$ cat config.mk
export PLATFORM = sky130hd
export DESIGN_NAME = multicycle_alu
export DESIGN_NICKNAME = d
export VERILOG_FILES = /design/src/rtl/multicycle_alu.sv
export SDC_FILE = /design/constraint.sdc
export NUM_CORES = 1
export LEC_CHECK = 0
export ABC_AREA = 1
export BUFFER_PORTS_ARGS = -buffer_cell sky130_fd_sc_hd__buf_4
export CAP_MARGIN = 20
export CORE_ASPECT_RATIO = 0.8
export CORE_MARGIN = 2
export CORE_UTILIZATION = 35
export DETAILED_ROUTE_END_ITERATION = 10
export SYNTH_ARGS = -nofsm -noshare
export SYNTH_HDL_FRONTEND = slang
export SYNTH_SLANG_ARGS = --single-unit
export TNS_END_PERCENT = 20
$ cat constraint.sdc
create_clock -name clk -period 3.3 [get_ports clk]
set_clock_uncertainty 0.05 [all_clocks]
set_input_delay 0.165 -clock clk [delete_from_list [all_inputs] [get_ports clk]]
set_output_delay 0.165 -clock clk [all_outputs]
set_load 0.1 [all_outputs]
$ cat src/rtl/multicycle_alu.sv
// Multi-cycle ALU with one operation in flight at a time.
// ADD/SUB/AND/OR/XOR/SLT/SLTU/NOP finish one cycle after accept.
// Shifts advance up to SHIFT_STEP bits per cycle.
// Define MULTICYCLE_ALU_MUL_EN to build the shift-add multiplier (op 11).
// Without that macro, op 11 is treated as an undefined code and returns 0.
// The result is held in DONE until the consumer takes it.
module multicycle_alu #(
   parameter int XLEN       = 32,
   parameter int SHIFT_STEP = 1
) (
   input  logic            clk,
   input  logic            rst,
   input  logic            in_valid,
   output logic            in_ready,
   input  logic [3:0]      op,
   input  logic [XLEN-1:0] a,
   input  logic [XLEN-1:0] b,
   output logic            out_valid,
   input  logic            out_ready,
   output logic [XLEN-1:0] result,
   output logic            busy
);

   localparam int SHW = $clog2(XLEN);
   // Shift amounts never exceed XLEN-1, so a larger step saturates there.
   localparam logic [SHW-1:0] STEP_C = (SHIFT_STEP >= XLEN) ? SHW'(XLEN - 1) : SHW'(SHIFT_STEP);

   localparam logic [3:0] OP_ADD  = 4'd0;
   localparam logic [3:0] OP_SUB  = 4'd1;
   localparam logic [3:0] OP_AND  = 4'd2;
   localparam logic [3:0] OP_OR   = 4'd3;
   localparam logic [3:0] OP_XOR  = 4'd4;
   localparam logic [3:0] OP_SLL  = 4'd6;
   localparam logic [3:0] OP_SRL  = 4'd7;
   localparam logic [3:0] OP_SRA  = 4'd8;
   localparam logic [3:0] OP_SLT  = 4'd9;
   localparam logic [3:0] OP_SLTU = 4'd10;
`ifdef MULTICYCLE_ALU_MUL_EN
   localparam logic [3:0] OP_MUL  = 4'd11;
`endif

`ifdef MULTICYCLE_ALU_MUL_EN
   typedef enum logic [1:0] {S_IDLE, S_SHIFT, S_MUL, S_DONE} state_t;
`else
   typedef enum logic [1:0] {S_IDLE, S_SHIFT, S_DONE} state_t;
`endif

   state_t              state_q, state_d;
   logic [XLEN-1:0]     res_q, res_d;
   logic [3:0]          op_q, op_d;
   logic [SHW-1:0]      cnt_q, cnt_d;
   logic [SHW-1:0]      amt;
`ifdef MULTICYCLE_ALU_MUL_EN
   logic [XLEN-1:0]     mcand_q, mcand_d;
   logic [XLEN-1:0]     mplier_q, mplier_d;
`endif

   // Single-cycle operations; NOP and undefined codes return zero.
   function automatic logic [XLEN-1:0] alu_single(input logic [3:0] f,
                                                  input logic [XLEN-1:0] x,
                                                  input logic [XLEN-1:0] y);
      logic signed [XLEN-1:0] sx;
      logic signed [XLEN-1:0] sy;
      sx = x;
      sy = y;
      case (f)
         OP_ADD:  return x + y;
         OP_SUB:  return x - y;
         OP_AND:  return x & y;
         OP_OR:   return x | y;
         OP_XOR:  return x ^ y;
         OP_SLT:  return {{(XLEN-1){1'b0}}, (sx < sy)};
         OP_SLTU: return {{(XLEN-1){1'b0}}, (x < y)};
         default: return '0;
      endcase
   endfunction

   // Bits to shift this cycle: the lesser of the step and what remains.
   function automatic logic [SHW-1:0] step_amt(input logic [SHW-1:0] rem);
      return (rem < STEP_C) ? rem : STEP_C;
   endfunction

   // One partial shift; SRA replicates the sign bit, the others fill with zeros.
   function automatic logic [XLEN-1:0] shift_by(input logic [3:0] f,
                                                input logic [XLEN-1:0] v,
                                                input logic [SHW-1:0] s);
      logic signed [XLEN-1:0] sv;
      sv = v;
      case (f)
         OP_SLL:  return v << s;
         OP_SRA:  return $unsigned(sv >>> s);
         default: return v >> s;
      endcase
   endfunction

   // Next-state and datapath update for the FSM.
   always_comb begin
      state_d  = state_q;
      res_d    = res_q;
      op_d     = op_q;
      cnt_d    = cnt_q;
      amt      = '0;
`ifdef MULTICYCLE_ALU_MUL_EN
      mcand_d  = mcand_q;
      mplier_d = mplier_q;
`endif
      case (state_q)
         S_IDLE: begin
            if (in_valid) begin
               op_d = op;
               case (op)
                  OP_SLL, OP_SRL, OP_SRA: begin
                     res_d   = a;
                     cnt_d   = b[SHW-1:0];
                     state_d = (b[SHW-1:0] == '0) ? S_DONE : S_SHIFT;
                  end
`ifdef MULTICYCLE_ALU_MUL_EN
                  OP_MUL: begin
                     res_d    = '0;
                     mcand_d  = a;
                     mplier_d = b;
                     cnt_d    = SHW'(XLEN - 1);
                     state_d  = S_MUL;
                  end
`endif
                  default: begin
                     res_d   = alu_single(op, a, b);
                     state_d = S_DONE;
                  end
               endcase
            end
         end
         S_SHIFT: begin
            amt   = step_amt(cnt_q);
            res_d = shift_by(op_q, res_q, amt);
            cnt_d = cnt_q - amt;
            if (cnt_q == amt) begin
               state_d = S_DONE;
            end
         end
`ifdef MULTICYCLE_ALU_MUL_EN
         S_MUL: begin
            if (mplier_q[0]) begin
               res_d = res_q + mcand_q;
            end
            mcand_d  = mcand_q << 1;
            mplier_d = mplier_q >> 1;
            cnt_d    = cnt_q - 1'b1;
            if (cnt_q == '0) begin
               state_d = S_DONE;
            end
         end
`endif
         S_DONE: begin
            if (out_ready) begin
               state_d = S_IDLE;
            end
         end
         default: state_d = S_IDLE;
      endcase
   end

   // Handshake outputs decoded from the state; result is masked outside DONE.
   always_comb begin
      in_ready  = (state_q == S_IDLE);
      out_valid = (state_q == S_DONE);
      busy      = (state_q != S_IDLE);
      result    = (state_q == S_DONE) ? res_q : '0;
   end

   // State register; only control is reset.
   always_ff @(posedge clk) begin
      if (rst) begin
         state_q <= S_IDLE;
      end else begin
         state_q <= state_d;
      end
   end

   // Operand and working registers; contents are irrelevant until loaded at accept.
   always_ff @(posedge clk) begin
      res_q    <= res_d;
      op_q     <= op_d;
      cnt_q    <= cnt_d;
`ifdef MULTICYCLE_ALU_MUL_EN
      mcand_q  <= mcand_d;
      mplier_q <= mplier_d;
`endif
   end

endmodule

=== Word-level counts from Yosys, hierarchy flattened ===
Index checks and enable logic that the tools add are counted.

* $add $sub $neg: 3
* Order comparisons: 3
* Eq/ne operators: 18
* Shift operators: 3
* Muxes and demuxes: 16
* Bitwise operators: 3
* Reduce and logical (&&, ||, !) cells: 10

{| class="wikitable"
|+ Operators by type and width
! cell !! number
|-
| one-hot mux 32 bit (7 select lines) || 1
|-
| one-hot mux 32 bit (2 select lines) || 2
|-
| two-way mux 32 bit || 3
|-
| < comparator 32 bit || 2
|-
| adder 32 bit || 1
|-
| bitwise AND 32 bit || 1
|-
| OR 32 bit || 1
|-
| << shifter 32 x 5 -> 32 bit || 1
|-
| right shift 32 x 5 -> 32 bit || 1
|-
| >>> shifter 32 x 5 -> 32 bit || 1
|-
| subtractor 32 bit || 1
|-
| XOR 32 bit || 1
|-
| equality test 4 x 3 -> 1 bit, second input constant || 4
|-
| equality test 4 bit, second input constant || 4
|-
| two-way mux 5 bit || 3
|-
| two-way mux 2 bit || 5
|-
| one-hot mux 5 bit (2 select lines) || 1
|-
| equality test 4 x 2 -> 1 bit, second input constant || 2
|-
| one-hot mux 2 bit (3 select lines) || 1
|-
| AND reduction 3 bit || 2
|-
| equality test 5 bit || 1
|-
| logical NOT 5 bit || 1
|-
| < comparator 5 x 1 -> 1 bit, second input constant || 1
|-
| subtractor 5 bit || 1
|-
| other kinds (10) || 14
|}

* Flip-flop bits (word level): 43
* Output and inout port bits: 35
* Logic and storage cells: 60

=== Logic depth before layout (Yosys ltp) ===
Gate-level depths: netlist of the first run.

* Depth in word-level cells: 5
* Mapped depth: 19
* Gate-level depth less buffers: 18

=== Least setup slack after synthesis of the first run ===
OpenSTA, ideal clock, no wires.

* Path type: reg-to-reg
* Start: register state_q[0]
* End: register cnt_q[0] (enable)
* Data arrival time: 3.619 ns
* Data required time: 2.989 ns
* Slack: -0.630 ns
* Stages on the path, launching flop included: 7
* Buffers on the path: 0
* Path through: dfxtp_1 nor2_1 inv_1 nor2_1 nor2_1 o21ai_0 inv_1

* Word-level cells in the longest chain between the ends: 3
* Elaborated cells between the ends (all ways): 6

{| class="wikitable"
|+ RTL lines
! element !! line !! text
|-
| start: declaration || 48 || <nowiki>state_t state_q, state_d;</nowiki>
|-
| start signal: assignment || 176 || <nowiki>state_q <= state_d;</nowiki>
|-
| logical NOT 2 bit * || - ||
|-
| via in_ready || 14 || <nowiki>output logic in_ready,</nowiki>
|-
| inequality test 2 x 1 -> 1 bit (no line), or another cell as far along || - ||
|-
| AND reduction 3 bit (no line) * || - ||
|-
| end signal: assignment || 184 || <nowiki>cnt_q <= cnt_d;</nowiki>
|-
| end: declaration || 51 || <nowiki>logic [SHW-1:0] cnt_q, cnt_d;</nowiki>
|}

The timed path passes the listed nets; every way through them passes the cells marked *.
A chain may end at the register's enable or synchronous reset.

=== Worst setup path after layout of the first run ===
* Start: register cnt_q[3]
* End: register res_q[3], data pin

* Word-level cells in the longest chain between the ends: 5
* Elaborated cells between the ends (all ways): 7

{| class="wikitable"
|+ RTL lines
! element !! line !! text
|-
| < comparator 5 x 1 -> 1 bit || 80 || <nowiki>return (rem < STEP_C) ? rem : STEP_C;</nowiki>
|-
| two-way mux 5 bit * || 80 ||
|-
| right shift 32 x 5 -> 32 bit, or another cell as far along || 92 || <nowiki>default: return v >> s;</nowiki>
|-
| one-hot mux 32 bit (2 select lines) * || 89 || <nowiki>case (f)</nowiki>
|-
| one-hot mux 32 bit (2 select lines) * || 107 || <nowiki>case (state_q)</nowiki>
|-
| via res_d[3] || 49 || <nowiki>logic [XLEN-1:0] res_q, res_d;</nowiki>
|-
| end signal: assignment || 182 || <nowiki>res_q <= res_d;</nowiki>
|-
| end: declaration || 49 ||
|}

Marks and branches as above.

==> results by group, run 1 <==
Route
  – 1st-iter DRT viols: 1123
  – DR WL/cell: 17.4 um
  – Via density: 5.13
  – Detail Route Antenna Nets: 0
  – DR vias: 11200
  – DRT Pass-1 Iters: 7
  – DRC viols: 0
  – Drt total wl: 37800 um

Pwr
  – Pwr Total: 4.70 mW
  – Power Dens Cells: 426 mW/mm^2
  – Worst vdd ir: 0.000465 V
  – LEAKAGE: 6.24 nW

Clock network
  – Setup Fix Bufs, Post-CTS: 0
  – Clk pin slew, worst setup/hold paths: 0.06 ns
  – Root buf cell: clkbuf_16
  – Cts repair resizes: 0
  – CTS tree: yes
  – TritonCTS Buffers: 5
  – Clock Sink Count: 43
  – Latest clock arrival within the worst-skew pair: 0.29 ns
  – CTS hold repair buffers: 1
  – Max clock buf depth: 2
  – H-tree levels: 2

Synth
  – Top cells by count, synth: nand2_1, inv_1, nor2_1, ha_1, nand3_1
  – Post-synthesis register bit count: 43
  – Post-Syn Instances: 1744
  – Asr flop ratio synth: 0%
  – Post-synthesis sequential area ratio: 13.0%
  – Synth warn: 0
  – Synth area leaders: nand2_1, ha_1, inv_1
  – Mux cell area share after synthesis: 0%
  – Synth Area in Adders: 15.0%
  – EDFF count, synth: 41
  – Synth Area in Simple Gates: 37.9%
  – Synth Net Count: 1932
  – Most common cell in the synthesized netlist: nand2_1
  – Distinct cells, synth: 47
  – Synth Area in Compound Gates: 15.7%
  – Top-area cell type share of the netlist area: 20.4%
  – Main combinational cell family by area after synthesis: simple AND/OR/NAND/NOR gates
  – XOR/XNOR Fraction of Synth Area: 0.179%
  – Post-synthesis cell area: 0.00976 mm^2
  – Syn Area/Cell: 5.60 um^2
  – Synth Flop Type: edfxtp_1
  – Leading area contributor after synthesis: nand2_1

Worst setup path
  – Worst Setup SP: cnt_q[3]$_DFFE_PP_
  – Startpoint Class: flop
  – Reg2reg end: res_q[3]$_DFFE_PP_
  – Worst Path Required: 3.30 ns
  – R2R depth: 9
  – Reg2reg setup slack: 0.77 ns
  – Crit. End Element: flop
  – Crit-path max FO: 26
  – WS Path Type: flop to flop
  – WP data arrival: 2.53 ns
  – Worst reg2reg path startpoint: cnt_q[3]$_DFFE_PP_

Placement
  – Pre-CTS setup slack: 0.609 ns
  – Port-buffer cells: 106
  – Post-DP HPWL: 30700 um
  – Area after DPL: 0.0109 mm^2
  – Placer Congestion: 1.03
  – Placed insts: 2164

Timing
  – Worst slew pin tran: 0.711 ns
  – Hold Slack: 0.0574 ns
  – RSZ-0062 raised after global routing: false
  – Setup tns final: 0 ns
  – Max_slew headroom: 52.5%
  – Final setup viols: 0
  – Pins over their slew limit: 0
  – Post-layout minimum cycle time: 2.53 ns
  – Final hold vios: 0
  – Period utilization: 76.6%
  – F_max: 0.395 GHz
  – Final WS setup: 0.771 ns

GRT
  – Largest net degree at the start of global routing: 36
  – Vias in the first global route: 10200
  – Initial antenna violation count: 0
  – Total GRT Usage: 25.6%
  – Congestion Overflow GR: 0
  – Met2 usage: 40.6%
  – Busiest grt layer: met2
  – Met3 Use GR: 2.16%
  – GR Util met1: 37.5%
  – First-pass GRT wire length: 58100 um

Worst hold path
  – Worst Hold Depth: 1
  – Worst Hold End: op_q[0]$_DFFE_PP_
  – Hold path startpoint: op[0]
  – Hold WC Path Type: input port to flop

Cells and area
  – Fin area: 0.0110 mm^2
  – Share of layout cells above drive strength 1: 13.8%
  – Core Util, Final: 40.4%
  – Nets: 1996
  – Non-filler instance count after layout: 2173
  – N_diodes: 0
  – Area grow syn2layout: 13.1%

Die
  – Die footprint: 0.0293 mm^2
  – Core Area: 0.0274 mm^2
  – Starting Density: 35.7%
  – Row cnt: 54
  – Die H: 153 um
  – Top-Level Pins: 107
  – Die Wd: 191 um

Flow run
  – Max Cap Viol: 0

Outcome
  – Status: finished clean
[critical path: stages (launching register included)]
cell and delay, ns:
edfxtp_1 0.43, nor2_1 0.17, nand2_1 0.10, nor2_2 0.56, inv_2 0.38, o21ai_0 0.16, o21ai_0 0.10, o21ai_0 0.12
a32o_1 0.17, inv_1 0.04
[cells in the final DEF, fill, tap and decap left out, types with 2 or more instances in the layout]
| master | count |
|---|---|
| nor2_1 | 115 |
| ha_1 | 114 |
| inv_2 | 31 |
| inv_1 | 346 |
| buf_4 | 118 |
| nand3_2 | 6 |
| fa_1 | 2 |
| a31oi_1 | 5 |
| nand2_1 | 530 |
| nor2_4 | 3 |
| o2111ai_1 | 3 |
| a21oi_2 | 5 |
| nand2_2 | 17 |
| clkinv_1 | 5 |
| dfxtp_1 | 2 |
| o21ai_1 | 24 |
| nor3_1 | 12 |
| buf_12 | 2 |
| a221oi_1 | 14 |
| clkbuf_16 | 5 |
| o211ai_1 | 18 |
| o21ai_0 | 67 |
| nor3_2 | 3 |
| nor2_2 | 53 |
| o21bai_1 | 7 |
| a32o_1 | 3 |
| a21oi_1 | 91 |
| edfxtp_1 | 41 |
| o22ai_1 | 19 |
| nand3_1 | 103 |
| a211oi_1 | 2 |
| nand4_1 | 25 |
| nor4_1 | 3 |
[layout make-up]
| cell class | count | area [um^2] |
|---|---|---|
| Sequential cell | 43 | 1270 |
| Clock buffer | 7 | 143 |
| Fill cell | 3043 | 16300 |
| Clock inverter | 1 | 5.00 |
| Inverter | 382 | 1430 |
| Tap cell | 364 | 455 |
| Timing Repair Buffer | 121 | 936 |
| Multi-Input combinational cell | 1255 | 6800 |
[sequential cells by signal, indices dropped and copies added (netlist names)]
signal / count
cnt_q: 5
op_q: 4
res_q: 32
state_q: 2
[logic make-up (layout without fill, tap and decap cells)]
logic type      count (synthesis)  in the layout
xor+xnor                        2              2
fa+ha+maj                     116            116
compound gates                262            262
simple gates                  875            875
buf+inv                       446            511
flops                          43             43
[worst max-delay path by stage]
stage	to	slack (ns)	cells past startpoint
floorplan	cnt_q[0]$_DFFE_PP_	0.15	6
global placement	res_q[14]$_DFFE_PP_	0.60	12
detailed placement	res_q[14]$_DFFE_PP_	0.61	12
CTS	res_q[3]$_DFFE_PP_	0.84	9
global route	res_q[5]$_DFFE_PP_	0.56	9
finish	res_q[3]$_DFFE_PP_	0.77	9
[routing by layer]
metal | up-vias | share of wire (%)
met5 | - | 0
met4 | 0 | 2.2
met3 | 40 | 7.3
met2 | 425 | 44
met1 | 5125 | 47
li1 | 5565 | -
[power by group]
| group | total, mW | switching (mW) | internal, mW |
|---|---|---|---|
| Sequential | 1.00 | 0.113 | 0.892 |
| Combinational | 3.18 | 2.38 | 0.798 |
| Clock | 0.521 | 0.220 | 0.301 |
| Total | 4.70 | 2.71 | 1.99 |
Note: power is estimated with default switching activity, not from simulation.
==> inputs of run 2 (changes only) <==
Clock period 3.3 ns to 2 ns, I/O delays scaled along.
==> results by group, run 2 (synthesized netlist as in run 1, its figures left out) <==
Outcome
  – Status: finished clean

Placement
  – Pre-CTS setup slack: -0.485 ns
  – Post-DP HPWL: 32900 um
  – Placer Congestion: 1.02
  – Port-buffer cells: 106
  – Area after DPL: 0.0131 mm^2

Route
  – DR WL/cell: 16.9 um
  – DRT Pass-1 Iters: 6
  – DR vias: 12200
  – Detail Route Antenna Nets: 0
  – Drt total wl: 41000 um
  – 1st-iter DRT viols: 1010
  – Via density: 5.01
  – DRC viols: 0

Cells and area
  – Most common cell after layout, fill and taps aside: nand2_1
  – Largest regs: res_q x32, cnt_q x5, op_q x4
  – Fin area: 0.0141 mm^2
  – N_diodes: 0
  – Largest register FFs: 32
  – Reg with most FFs: res_q
  – Most frequent cells in the layout: nand2_1, buf_4, inv_1
  – Nets: 2258
  – Fillcell total: 2840
  – Share of layout cells above drive strength 1: 30.9%
  – Area grow syn2layout: 44.8%

Pwr
  – Power Dens Cells: 651 mW/mm^2
  – LEAKAGE: 7.62 nW
  – Switching Fraction: 54.7%
  – Pwr Total: 9.20 mW
  – Worst vdd ir: 0.000600 V
  – Clock power frac: 11.1%
  – Pint: 4.16 mW
  – Switching pwr: 5.03 mW
  – Logic gate share of total power: 70.7%
  – Seq pwr share: 18.2%

Worst setup path
  – Worst reg2reg path startpoint: op_q[0]$_DFFE_PP_
  – Reg2reg end: res_q[3]$_DFFE_PP_
  – Startpoint Class: input port
  – R2R depth: 8
  – Reg2reg setup slack: 0.09 ns
  – Crit. End Element: flop
  – Worst Path Required: 2.02 ns
  – Crit-path max FO: 6
  – WP data arrival: 1.98 ns
  – WS Path Type: input port to flop

Die
  – Die Wd: 191 um
  – Die footprint: 0.0293 mm^2
  – Top-Level Pins: 107
  – Die H: 153 um
  – Row cnt: 54
  – Starting Density: 35.7%
  – Core Area: 0.0274 mm^2

Flow run
  – Max Cap Viol: 0

Worst hold path
  – Hold WC Path Type: input port to flop
  – Worst Hold End: state_q[1]$_SDFFE_PP0P_
  – Worst Hold Depth: 4
  – Hold path startpoint: out_ready

Timing
  – F_max: 0.509 GHz
  – Setup tns final: 0 ns
  – Worst slew pin tran: 0.628 ns
  – Post-layout minimum cycle time: 1.96 ns
  – Pins over their slew limit: 0
  – Period utilization: 98.2%
  – Final hold vios: 0
  – Final setup viols: 0
  – Final WS setup: 0.0358 ns
  – RSZ-0062 raised after global routing: true
  – Max_slew headroom: 58.1%

GRT
  – Initial antenna violation count: 0
  – Total GRT Usage: 27.2%
  – Largest net degree at the start of global routing: 34
  – First-pass GRT wire length: 62000 um
  – Vias in the first global route: 11200
  – Congestion Overflow GR: 0

Clock network
  – Clk pin slew, worst setup/hold paths: 0.07 ns
  – CTS tree: yes
  – H-tree levels: 2
  – Max clock buf depth: 2
  – Latest clock arrival within the worst-skew pair: 0.31 ns
  – Root buf cell: clkbuf_16
  – TritonCTS Buffers: 5
  – Clock Sink Count: 43
-- run 2: cell types whose count changed in the layout (fill, tap and decap cells not counted), moves of 15 or more --
cell | before | now
buf_4 | 118 | 341
ha_1 | 114 | 83
inv_1 | 346 | 328
nand2_1 | 530 | 504
buf_6 | 0 | 25
ha_4 | 0 | 24
nor2_4 | 3 | 50
inv_2 | 31 | 46
nor2_1 | 115 | 94
nor2_2 | 53 | 28
nand2_2 | 17 | 39
-- run 2: how the worst max path moves through the flow --
| stage | from | cells past startpoint | end |
|---|---|---|---|
| final | a[12] | 15 | res_q[21]$_DFFE_PP_ |
| after global routing | a[9] | 15 | res_q[29]$_DFFE_PP_ |
| after CTS | a[0] | 15 | res_q[22]$_DFFE_PP_ |
| after detailed placement | a[0] | 14 | res_q[10]$_DFFE_PP_ |
| after global placement | a[0] | 16 | res_q[18]$_DFFE_PP_ |
| after floorplan | state_q[0]$_SDFFE_PP0P_ | 6 | cnt_q[0]$_DFFE_PP_ |
-- run 2: metrics by stage --
step,util (%),instances,hold WS (ns)
after floorplan,-,1744,0.119
after global placement,47.7,2416,0.227
after detailed placement,47.7,2416,0.222
after CTS,49.0,2430,0.104
after global routing,51.7,2435,0.127
final,51.7,2435,0.105
-- run 2: metal layers --
layer	global-route usage, %	wire length (um)
met3	2.41	2240
met5	0	0
met4	8.38	1280
met2	44.1	18300
met1	38.2	19200
-- run 2: layout make-up --
type                       instances  area, um^2  share of cell area [%]
multi-input combinational       1256        7690                    54.4
timing repair buffer             382        3110                    22.0
tap                              364         455                    3.22
sequential                        43        1270                    9.00
clock inverter                     3        43.8                   0.310
inverter                         382        1440                    10.2
clock buffer                       5         125                   0.885
-- run 2: power by group through the flow --
| stage | Combinational [mW] | Sequential, mW | Clock [mW] |
|---|---|---|---|
| 2_1_floorplan | 4.09 | 1.62 | 0 |
| 6_report | 6.50 | 1.67 | 1.02 |
| 4_1_cts | 6.17 | 1.67 | 1.03 |
| 3_3_place_gp | 5.98 | 1.67 | 0 |
| 5_1_grt | 6.98 | 1.71 | 1.06 |
| 3_5_place_dp | 6.02 | 1.68 | 0 |
-- run 2: worst max-delay path, stage by stage --
cell and delay [ns]:
buf_4 0.11, inv_1 0.12, ha_4 0.25, nor2_4 0.17, nand2_1 0.12, nor3_2 0.23
nand2_2 0.10, nand3_4 0.14, nand2_1 0.10, nand2_1 0.07, nand2_1 0.05, nand3_1 0.06
nand4_1 0.18, nand2_1 0.11, nand2_1 0.05
-- run 2: repair_timing --
action | in CTS | in global routing
pin swaps | 2 | 37
setup endpoints to repair | 26 | 57
setup buffers | 0 | 4
cloned | 1 | 0
endpoints found under the hold margin | 6 | 0
gates resized for setup | 32 | 166
hold buffers | 5 | 0
